File: config.mk
export PLATFORM = sky130hd
export DESIGN_NAME = nrisc_decode_stage
export DESIGN_NICKNAME = d
export VERILOG_FILES = /design/src/rtl/nrisc_decode_stage.sv
export SDC_FILE = /design/constraint.sdc
export NUM_CORES = 1
export LEC_CHECK = 0
export ABC_CLOCK_PERIOD_IN_PS = 2500
export BUFFER_PORTS_ARGS = -buffer_cell sky130_fd_sc_hd__buf_4
export CAP_MARGIN = 15
export CORE_ASPECT_RATIO = 1.75
export CORE_MARGIN = 2
export CORE_UTILIZATION = 48
export DETAILED_ROUTE_END_ITERATION = 8
export PLACE_DENSITY = 0.78
export SLEW_MARGIN = 20
export SYNTH_ARGS = -nofsm -noshare
export SYNTH_HDL_FRONTEND = slang
export SYNTH_SLANG_ARGS = --single-unit
export TNS_END_PERCENT = 20
File: constraint.sdc
create_clock -name Clock -period 2.5 [get_ports Clock]
set_input_delay 0 -clock Clock [delete_from_list [all_inputs] [get_ports Clock]]
set_output_delay 0 -clock Clock [all_outputs]
set_load 0.05 [all_outputs]
File: src/rtl/nrisc_decode_stage.sv
// nRisc decode/register stage: opcode decode into datapath controls, 8x8 register
// file with r0 hardwired to zero, and a sticky HALT flag cleared only by Reset.
//
// state  | meaning
// RUN    | decoding normally, controls follow the opcode
// HALTED | HALT seen; every control output forced to 0 until Reset
module nrisc_decode_stage (
    input  logic       Clock,
    input  logic       Reset,
    input  logic [7:0] Instrucao,
    input  logic [7:0] DadoEscritoReg,
    output logic       MemToReg,
    output logic       EscMem,
    output logic       LerMem,
    output logic       Branch,
    output logic       ULAFonte,
    output logic       EscReg,
    output logic       Jump,
    output logic       EscPc,
    output logic       MoveReg,
    output logic       RegDest,
    output logic [1:0] ULAOp,
    output logic [2:0] RegLido1,
    output logic [2:0] RegEscrito,
    output logic [7:0] DadoLido1,
    output logic [7:0] DadoLido2,
    output logic [7:0] Dadoa0
);

    typedef enum logic {
        RUN    = 1'b0,
        HALTED = 1'b1
    } haltState_t;

    localparam logic [2:0] OP_ADD  = 3'b000;
    localparam logic [2:0] OP_SUB  = 3'b001;
    localparam logic [2:0] OP_LW   = 3'b010;
    localparam logic [2:0] OP_SW   = 3'b011;
    localparam logic [2:0] OP_BEQ  = 3'b100;
    localparam logic [2:0] OP_J    = 3'b101;
    localparam logic [2:0] OP_MOV  = 3'b110;
    localparam logic [2:0] OP_HALT = 3'b111;

    localparam logic [1:0] ULA_ADD = 2'b00;
    localparam logic [1:0] ULA_SUB = 2'b01;

    haltState_t state;
    haltState_t nextState;

    logic [2:0] opcode;
    logic [2:0] regLido2;
    logic [7:0] regFile [0:7];

    assign opcode   = Instrucao[7:5];
    assign regLido2 = Instrucao[2:0];

    // Halt flag: state register
    always_ff @(posedge Clock) begin
        if (Reset) begin
            state <= RUN;
        end else begin
            state <= nextState;
        end
    end

    // Halt flag: next state
    always_comb begin
        nextState = state;
        if (state == RUN && opcode == OP_HALT) begin
            nextState = HALTED;
        end
    end

    // Control decode; HALT opcode and HALTED state both leave everything at 0
    always_comb begin
        MemToReg = 1'b0;
        EscMem   = 1'b0;
        LerMem   = 1'b0;
        Branch   = 1'b0;
        ULAFonte = 1'b0;
        EscReg   = 1'b0;
        Jump     = 1'b0;
        EscPc    = 1'b0;
        MoveReg  = 1'b0;
        RegDest  = 1'b0;
        ULAOp    = ULA_ADD;
        if (state == RUN) begin
            EscPc = 1'b1;
            case (opcode)
                OP_ADD: begin
                    EscReg = 1'b1;
                    ULAOp  = ULA_ADD;
                end
                OP_SUB: begin
                    EscReg = 1'b1;
                    ULAOp  = ULA_SUB;
                end
                OP_LW: begin
                    LerMem   = 1'b1;
                    MemToReg = 1'b1;
                    EscReg   = 1'b1;
                    ULAFonte = 1'b1;
                    ULAOp    = ULA_ADD;
                end
                OP_SW: begin
                    EscMem   = 1'b1;
                    ULAFonte = 1'b1;
                    ULAOp    = ULA_ADD;
                end
                OP_BEQ: begin
                    Branch = 1'b1;
                    ULAOp  = ULA_SUB;
                end
                OP_J: begin
                    Jump = 1'b1;
                end
                OP_MOV: begin
                    MoveReg = 1'b1;
                    EscReg  = 1'b1;
                    RegDest = 1'b1;
                end
                OP_HALT: begin
                    EscPc = 1'b0;
                end
                default: begin
                    EscPc = 1'b0;
                end
            endcase
        end
    end

    assign RegLido1   = {1'b0, Instrucao[4:3]};
    assign RegEscrito = RegDest ? 3'b001 : RegLido1;

    // Entry 0 is never written, so it stays at its reset value of zero
    always_ff @(posedge Clock) begin
        if (Reset) begin
            for (int i = 0; i < 8; i++) begin
                regFile[i] <= 8'h00;
            end
        end else if (EscReg && RegEscrito != 3'b000) begin
            regFile[RegEscrito] <= DadoEscritoReg;
        end
    end

    assign DadoLido1 = (RegLido1 == 3'b000) ? 8'h00 : regFile[RegLido1];
    assign DadoLido2 = (regLido2 == 3'b000) ? 8'h00 : regFile[regLido2];
    assign Dadoa0    = regFile[1];

endmodule

After elaboration in Yosys (flattened, before gate mapping)
Memories as Yosys holds them, arrays and structs flattened. Cells that the tools add are included.

Output and inout port bits: 42. Memories kept: 1. Memory bits (writable): 64. Flip-flop bits (word level): 1. Word-level logic and storage cells: 49.

Bitwise gates (word level): 1. Muxes and demuxes: 29. Reductions and logical operators: 10. Eq/ne operators: 7.

Memories: regFile (words 8, bits a word 8, read ports 3, clocked after memory_dff 0, write ports 8, line 52) `logic [7:0] regFile [0:7];`.

Operators by type and width (count): $mux 1 (24); $mux 8 (3); $eq 3x3->1 const B (4); $logic_not 3->1 (3); $reduce_or 8->1 (1); $eq 3x2->1 const B (2); $reduce_or 2->1 (2); $reduce_or 4->1 (1); $eq 3x1->1 const B (1); $mux 3 (1); $reduce_bool 3->1 (1); $logic_and 1x1->1 (2); $mux 2 (1); $not 1->1 (1).

Depth between registers and ports, before layout
Gate-level depths: netlist of the first run.

Depth after elaboration: 11. Gate-level depth with buffers: 5. Depth with buffers taken out: 3.

Worst setup path before layout of the first run
Ideal clock, no wire load.

Path type: register to output. From: register state. To: output port MemToReg. Required time: 2.500 ns. Path buffers: 1. Data arrival time: 2.788 ns. Stages on the path, launching flop included: 4. Path slack: -0.288 ns. Path through: dfxtp_1 nor3b_1 nor2b_1 buf_4.

Word-level cells in the longest chain between the ends: 1.

Ends and longest elaborated chain: from (decl) (line 47) `haltState_t state;`; from (signal assigned) (line 62) `state <= nextState;`; $mux 1; to (decl) (line 12) `output logic MemToReg,`.

Every way passes these cells.

==> results of run 1 <==
## worst paths after layout
| path | startpoint | to | slack [ns] |
|---|---|---|---|
| setup / recovery | state | regFile[1][3] | 0.63 |
| hold / removal | DadoEscritoReg[4] | regFile[3][4] | 0.03 |
| setup reg to reg | state | regFile[1][3] | 0.63 |
| hold reg to reg | state | state | 0.66 |
## report_power, final
group	internal [µW]	total (µW)	switching [µW]
sequential	483	498	14.8
combinational	120	355	235
clock	114	231	118
total	716	1080	368
## metal layers
| layer | GRT usage, % | wire (µm) |
|---|---|---|
| met5 | 0 | 0 |
| met1 | 20.00 | 1261 |
| met3 | 2.036 | 209 |
| met4 | 5.833 | 38 |
| met2 | 37.97 | 1981 |
## kinds of logic after synthesis
logic type,after synthesis,share of synthesized area [%]
other,1,0.2367
flip-flops,25,46.76
buffers and inverters,20,7.504
multiplexers,16,11.37
AND/OR/NAND/NOR,53,23.93
XOR/XNOR,1,0.5530
AO/OA/AOI/OAI,19,9.637
## cells in the final DEF (no fill, tap or decap), types with 2 or more instances in the layout
| cell | synthesis | final |
|---|---|---|
| clkbuf_8 | 0 | 3 |
| buf_4 | 7 | 58 |
| mux2_2 | 16 | 16 |
| or2_1 | 2 | 2 |
| a22oi_1 | 8 | 8 |
| conb_1 | 1 | 3 |
| nor2b_1 | 7 | 7 |
| a22o_1 | 8 | 8 |
| nor2_1 | 9 | 9 |
| edfxtp_1 | 24 | 24 |
| nor3b_2 | 8 | 9 |
| and2_1 | 17 | 17 |
## registers in the layout (all words and copies together) (netlist names)
name and cells:
regFile 24, state 1
## timing repair
| action | 4_1_cts | 5_1_grt |
|---|---|---|
| endpoints found under the hold margin | 1 | 0 |
| setup endpoints to repair | 0 | 0 |
| hold buffers | 1 | 0 |
## stage by stage
stage	hold WS [ns]	std cells	setup slack, ns	utilization [%]	area (µm²)
3_3_place_gp	0.1979	219	0.7496	62.72	1971
5_1_grt	0.03385	224	0.5349	64.48	2026
6_report	0.03129	224	0.6281	64.48	2026
3_5_place_dp	0.2041	219	0.6488	62.72	1971
2_1_floorplan	0.07238	137	0.2508	-	1597
4_1_cts	0.02999	224	0.6334	64.48	2026
## Yosys cell counts
cell type and count:
and3_1 1, a22oi_1 8, xnor2_1 1, nor3b_1 2
nor3_1 1, and4bb_1 1, a31oi_1 1, nor2_1 9
o21bai_2 1, and2_1 17, dfxtp_1 1, or4b_1 1
nor4bb_1 1, clkbuf_1 7, buf_2 2, nor2_2 1
a21oi_1 1, conb_1 1, and3b_1 1, or2_1 2
mux2_2 16, inv_1 1, nor2b_1 7, buf_6 2
nor4b_1 1, buf_4 7, a22o_1 8, nor3b_2 8
edfxtp_1 24, buf_1 1
## area by class of cell
cell class	instances	area [µm²]	area share, %
inverter	1	3.754	0.1853
clock buffer	4	45.04	2.224
timing repair buffer	59	445.4	21.99
multi-input combinational	92	737.0	36.38
tap	43	53.80	2.656
sequential	25	740.7	36.57
==> summary by stage, run 1 <==
Synth
The number of instances in the synthesized netlist is 135. Summing every instance area after synthesis gives 1584 µm². The number of synthesized register bits is 25.

The sequential element share of the synthesized area is 46.76%. Averaged over all synthesized cells, the footprint is 11.73 µm². In the post-synthesis netlist, the biggest area contributors are edfxtp_1 (45%), mux2_2 (11%), and2_1 (6.7%), nor3b_2 (6.3%), a22o_1 (4.4%). edfxtp_1 takes more of the synthesized area than any other cell.

After synthesis, the netlist uses 30 different library cells. The share of synthesized area in the top cell type comes to 45.50%. For this run, the number of Yosys warnings is 0.

Global route
The initial antenna violation count is 0. Global routing finished with a remaining overflow of 0. The overall routing resource usage is 19.63%.

The largest net degree at the start of global routing is 14. The wire length of the first global-routing pass is 5.361 mm. The via count of the first global-routing pass came to 1,176.

Timing
The fraction of the cycle the final worst path needs is 74.87%. The setup TNS after final layout is 0 ns. The actual slew at the worst max-slew pin is 0.5970 ns. On the final layout, the worst clock skew is 0.001089 ns. The worst pin sits at a relative slew slack of 60.12%. The count of endpoints failing setup in the final report is 0. Counting I/O delays and the setup requirement, the final critical path takes 1.872 ns.

The total count of max-transition violations in the final report is 0. The hold violation count in the final report is 0. Setup repair after global routing left no endpoint under its margin. Static timing analysis puts the maximum clock frequency at 0.5342 GHz.

Layout
In the final design database the tool counted 200 nets. The layout filler cell count is 260. The ratio of cells with drive above 1 in the final layout is 48.62%. The antenna diode count is 0. From synthesis to final layout, the design area changed by 27.88%.

Setup path
The kind of launch point of the worst setup path is a flop. The largest individual stage delay along the critical path comes from the cell or4b_1. The critical path goes through a21oi_1, or4b_1, o21bai_2. The data required time at the worst endpoint is 2.41 ns. Counting cells, the worst reg-to-reg path comes to 3. Counting both buffers and inverters, the worst setup path holds a total of 0. The worst setup path is captured at a flop. The class of the most critical setup path is reg -> reg. The family with the most delay on the worst path is compound AO/OA/AOI/OAI gates. For this run, the slowest stage of the critical path takes 0.51 ns. The number of stages on the worst setup path is 3. The biggest fanout along the worst timing path is 8.

The arrival time reported for the critical path endpoint is 1.78 ns.

Clocking
The clock-pin slew on the worst setup and hold paths is 0.08 ns. The number of setup buffers added after CTS is 0. The tree is rooted in a clkbuf_8. The TritonCTS buffer count is 3. The number of sinks driven by the clock tree is 25. The maximum clock path buffer count is 2.

The number of levels in the clock H-tree is 1. The number of cells upsized or downsized after cts is 0. The clock reaches the later pin of the worst-skew pair after 0.26 ns. The TritonCTS clock tree is done.

Floorplanning
In this run the core area contains 27 standard-cell rows. From left edge to right edge, the die measures 47.43 µm. The top-level I/O count is 60. The initial core utilization is 50.42%. The full die area is 3794 µm². The floorplan step defined a core boundary enclosing 3142 µm². The y dimension of the die is 80.00 µm.

Place
The count of input and output buffers is 56. Detailed placement finished with a half-perimeter wire length of 2.778 mm. At the end of routability-driven placement, the weighted congestion stood at 0.7281.

Hold path
Counting instances, the worst hold path has a depth of 2. The class of the tightest hold or removal check is in -> reg.

Pwr
In this run the power density over the cells is 535.3 nW/µm². The maximum resistive drop on vdd is 416.1 µV. The static leakage is 0.0008646 µW.

The post-route total power is 1084 µW.

Drt
The average wire per cell in the routed design is 15.58 µm. The via count normalized by instance count is 5.259. The pre-antenna-repair detailed-routing pass consisted of 4 iterations.

Wires add up to 3.491 mm. The initial detailed-routing violation count is 20. The routed layout has 1,178 vias. The detailed-route DRC error count is 0. The count of antenna-violating nets left after detailed routing is 0.

Status
The run finished with clean final reports.

Job
The count of maximum capacitance violations is 0.
Note: power is estimated with default switching activity, not from simulation.
==> inputs of run 2 (changes only) <==
Settings changed: ABC_CLOCK_PERIOD_IN_PS 2500 to 1770.
Clock period 2.5 ns to 1.77 ns, I/O delays scaled along.
==> summary by stage, run 2 (same netlist as run 1, synthesis figures left out) <==
Setup path
For the worst setup path, the data arrival time is 1.60 ns. The biggest fanout along the worst timing path is 9. The type of element capturing the critical path is a flop. STA classifies the critical path startpoint as an input pin. At the worst endpoint, the required time is 1.71 ns.

The critical path in this run is classified as in -> reg.

Timing
Clock skew on the completed layout was measured at 0.001861 ns. The count of endpoints failing setup in the final report is 0. The total count of max-transition violations in the final report is 0. The maximum clock frequency is 0.6020 GHz. The post-route minimum period is 1.661 ns. The relative slew slack is 59.07%. For the pin with the worst max-slew slack, the measured transition is 0.6126 ns. The tightest hold path in the finished design has a slack of 0.01911 ns. The fraction of the cycle the final worst path needs is 93.85%. The hold violation count in the final report is 0. Setup repair after global routing left no endpoint under its margin.

Clocking
The later pin in the worst-skew pair is clocked with a latency of 0.27 ns. The setup fix buffers added after clock tree synthesis is 0. The TritonCTS clock tree is done. The tree is rooted in a clkbuf_8. Clock-pin slew was measured on the worst setup and hold paths at 0.08 ns. The maximum clock path buffer count is 2. TritonCTS created 3 clock buffers. The clock net in this run drives a total of 25 sinks. CTS built an H-tree with a depth of 1.

Floorplanning
Pin placement for this block handled 60 I/O pins. The standard-cell row count is 27. The region available for standard cell placement spans 3142 µm². The y dimension of the die is 80.00 µm.

From left edge to right edge, the die measures 47.43 µm. The die covers 3794 µm². The initial core utilization is 50.42%.

Hold path
The worst hold path belongs to the class in -> reg.

Global route
Entering global routing, the biggest net connects 14 pins. The aggregate global routing overflow is 0. The initial antenna violation count is 0. The first global-routing pass estimated 5.478 mm of wire. The overall routing resource usage is 20.59%. The via count of the first global-routing pass is 1,181.

Drt
The detailed router placed 1,193 vias in this run. The average wire per cell in the routed design is 15.61 µm. The initial detailed-routing violation count is 29.

The first-pass iteration count of the detailed router is 4. Once detail routing completed, the nets flagged for antenna violations numbered 0. In the routed design, unresolved DRC markers number 0. Wires add up to 3.528 mm. In the routed layout, each cell is associated on average with a via count of 5.279.

Layout
After filler insertion, the fill cell instance count of the layout stands at 258. The count of cells in the finished layout, fillers not included, comes to 226. The register with the most flip-flops in the layout has 24 of them. The number of nets in the final layout is 202. The area growth from synthesis to layout is 30.02%. The multi-input combinational cell area is 755.7 µm². The design area is 2059 µm². The library cell used most frequently in the layout, excluding fill and tap cells, is buf_4.

The library cells used most frequently in the layout, excluding fill and tap cells, are buf_4 (60), edfxtp_1 (24), and2_1 (17). The area used by sequential logic in the layout is 740.7 µm². Ranked by flip-flop count, first place goes to regFile. The largest registers in the layout are regFile (24), state (1). Measured on the finished design, the core utilization comes to 65.55%.

The ratio of cells with drive above 1 in the final layout is 50.82%. 0 antenna diodes ended up in the layout.

Place
The count of input and output buffers is 56. Once placement completed, the tool counted placed cells totaling 221. The HPWL after detailed placement is 2.831 mm. Routability-driven placement finished with a final weighted congestion of 0.7252. Summing all placed instances gives a cell area of 1994 µm².

Job
The count of maximum capacitance violations is 0.

Pwr
In this run the static leakage power is 0.0008785 µW. The design draws 1548 µW. For this design the ratio of total power to cell area is 751.8 nW/µm². The maximum resistive drop on vdd is 545.9 µV.

Status
The flow ran to the end, and the final reports show no timing, DRC or antenna violations.
-- run 2: repair_timing --
action                                 4_1_cts  5_1_grt
setup endpoints to repair                    0        8
endpoints found under the hold margin        1        0
resized for setup                            0        2
hold buffers                                 1        0
-- run 2: path summary, 6_finish.rpt --
check / startpoint / endpoint / slack [ns] / cells after the start
setup / recovery: Reset / regFile[3][6] / 0.11 / 5
hold / removal: DadoEscritoReg[2] / regFile[2][2] / 0.02 / 2
setup reg to reg: state / regFile[3][6] / 0.17 / 4
hold reg to reg: state / state / 0.65 / 3
-- run 2: cell type report --
class | instances | area share (%)
tap | 43 | 2.612
clock buffer | 4 | 2.187
multi-input combinational | 92 | 36.69
timing repair buffer | 61 | 22.36
inverter | 1 | 0.1823
sequential | 25 | 35.97
-- run 2: metal layers --
metal  part of all wire (%)  vias to the layer above  GRT usage [%]
met5                      0                        -              0
met4                    1.9                        0          9.167
met3                    5.4                        4          1.131
met2                     59                       53          39.46
met1                     33                      560          20.41
li1                       -                      576              -
-- run 2: critical path, stage by stage --
cell and delay [ns]:
dlygate4sd3_1 0.54, buf_4 0.16, nor3b_1 0.21, and3_1 0.33
or2_1 0.36
-- run 2: per-stage QoR --
step,setup slack [ns],TNS (ns)
final,0.1089,0
after global routing,0.008953,0
after CTS,0.05365,0
after detailed placement,0.07545,0
after global placement,0.1548,0
after floorplan,-0.2413,-1.523
-- run 2: where the power goes --
part           switching [µW]  leakage, µW  total (µW)  internal (µW)
sequential               20.2     0.000258         702            682
combinational             335     0.000597         512            176
clock                     173    0.0000228         334            161
==> inputs of run 3 (changes only) <==
Settings changed: CORE_ASPECT_RATIO 1.75 to 1.4.
==> summary by stage, run 3 (same netlist as run 1, synthesis figures left out) <==
Status
The flow ran to the end, and the final reports show no timing, DRC or antenna violations.

Floorplanning
The total core area is 3123 µm². The initial utilization of the core area, before any placement, comes to 50.72%. The die is 71.97 µm tall.

The full die area is 3782 µm². 60 I/O pins were placed. The floorplan has 24 rows. The die width is 52.55 µm.

Setup path
The destination of the critical timing path is regFile[2][6]. The biggest fanout along the worst timing path is 9. STA classifies the critical path startpoint as an input pin. The type of element capturing the critical path is a flop.

The worst reg2reg path startpoint is state. The worst reg-to-reg setup slack is 0.18 ns. The end of the worst register-to-register path is regFile[1][6].

The arrival time reported for the critical path endpoint is 1.60 ns. The critical path is of the in -> reg type. The data required time at the worst endpoint is 1.70 ns. The most critical setup path has its startpoint at Reset.

Counting cells, the worst reg-to-reg path comes to 3.

Drt
The detailed-route DRC error count is 0. The count of antenna-violating nets left after detailed routing is 0. The first-pass iteration count of the detailed router is 4. The final wirelength is 3.520 mm. The initial detailed-routing violation count is 31. Across all layers, the routed design uses 1,191 vias.

The average wire per cell in the routed design is 15.86 µm. After detailed routing, the number of vias per cell comes to 5.365.

Place
Summing all placed instances gives a cell area of 1989 µm². Input and output buffers added on the ports amount to 56. The wire-length estimate of the detail-placed layout is 2.794 mm. Once placement completed, the tool counted placed cells totaling 217. The final estimated routing congestion in global placement is 0.7570.

Global route
Entering global routing, the biggest net connects 14 pins. The aggregate global routing overflow is 0. The wire length of the first global-routing pass is 5.554 mm.

The met1 demand-to-capacity share in global routing is 21.24%. The overall routing resource usage is 19.55%. The via count of the first global-routing pass came to 1,184. The busiest layer in global routing is met2. The initial antenna violation count is 0. In the global route stage, met3 resource usage came out at 2.469%. Global routing consumed, on the met2 layer, 37.78% of the routing resources.

Layout
For this run, the share of the core covered by cells in the final layout is 65.79%. The most common cell after layout, fill and taps aside is buf_4. The number of flip-flops in the largest register is 24. In the layout the commonest cells are buf_4 (60), edfxtp_1 (24), and2_1 (17). The area used by sequential logic in the layout is 740.7 µm². After routing the design area is 2054 µm². After the last flow step, the layout net total stands at 202.

In the final layout, the registers with the most flip-flops are regFile (24), state (1). The antenna diode count is 0. The filler cells instantiated in the layout total 252. The area growth from synthesis to layout is 29.70%. The multi-input combinational cells in the finished layout cover a total of 755.7 µm². Of the cells placed in the final design, the portion with a size suffix greater than 1 is 50.82%. The number of cells in the finished layout apart from fillers is 222. The largest register by flop count is regFile.

Timing
The relative slew slack is 60.89%. The total count of max-transition violations in the final report came to 0. For this run, the top clock speed supported by timing is 0.5994 GHz. Final hold analysis gives a worst-case slack of 0.02376 ns. Setup repair after global routing left no endpoint under its margin. Between clock sinks in the finished design, the worst skew comes to 0.005371 ns. The post-route minimum period is 1.668 ns.

For the pin with the worst max-slew slack, the measured transition is 0.5855 ns. Setup violations remaining at the end of the flow were counted as 0. The hold violation count in the final report is 0. The fraction of the cycle the final worst path needs is 94.26%.

Clocking
The root buffer cell chosen for the clock tree is clkbuf_8. The number of levels in the clock H-tree is 1. The clock-pin slew on the worst setup and hold paths is 0.08 ns. The number of setup buffers added after CTS is 0. At the later pin of the worst-skew pair, clock insertion delay measures 0.26 ns. The TritonCTS clock tree is done. The maximum clock path buffer count is 2. The number of sinks driven by the clock tree is 25. The TritonCTS buffer count is 3.

Job
The tool flagged a number of max-cap violations equal to 0.

Pwr
The static leakage is 0.0008785 µW. The total power per unit cell area is 749.7 nW/µm². Across the VDD grid, the largest voltage drop is 527.3 µV. The post-route total power is 1540 µW.

Hold path
The class of the tightest hold or removal check is in -> reg.
[run 3: cell counts in the layout (fill, tap and decap cells not counted)]
No cell type changed its count.
[run 3: critical path, stage by stage]
cell and delay, ns:
dlygate4sd3_1 0.53, buf_4 0.16, nor3b_1 0.23, and3b_1 0.34, or2_1 0.34
[run 3: layout make-up]
cell class | count | area share (%)
Sequential cell | 25 | 36.05
Timing Repair Buffer | 61 | 22.41
Clock buffer | 4 | 2.192
Multi-Input combinational cell | 92 | 36.78
Inverter | 1 | 0.1827
Tap cell | 39 | 2.375
[run 3: repair_timing]
action | in CTS | in global routing
setup endpoints to repair | 0 | 16
hold buffers | 1 | 0
endpoints found under the hold margin | 1 | 0
gates resized for setup | 0 | 2
[run 3: worst min path at each step]
stage                     depth (start not counted)         startpoint            end
after CTS                                         2  DadoEscritoReg[2]  regFile[2][2]
after floorplan                                   1              Reset          state
after global routing                              2  DadoEscritoReg[3]  regFile[2][3]
after global placement                            2              Reset          state
final                                             2  DadoEscritoReg[2]  regFile[2][2]
after detailed placement                          2              Reset          state
[run 3: where the power goes]
group / internal (µW) / leakage [µW] / switching (µW) / total, µW
logic: 176 / 0.000597 / 335 / 511
clock network: 161 / 0.0000228 / 165 / 326
registers: 682 / 0.000258 / 21.2 / 703
total: 1020 / 0.000878 / 521 / 1540
[run 3: stage by stage]
| stage | TNS (ns) | worst slack [ns] |
|---|---|---|
| global placement | 0 | 0.1424 |
| global route | 0 | 0.01261 |
| finish | 0 | 0.1016 |
| floorplan | -1.523 | -0.2413 |
| CTS | 0 | 0.05109 |
| detailed placement | 0 | 0.08626 |
[run 3: metal layers]
metal | share of wire (%) | vias up
met1 | 37 | 570
met5 | 0 | -
met2 | 57 | 43
met4 | 0.60 | 0
met3 | 5.6 | 2
li1 | - | 576
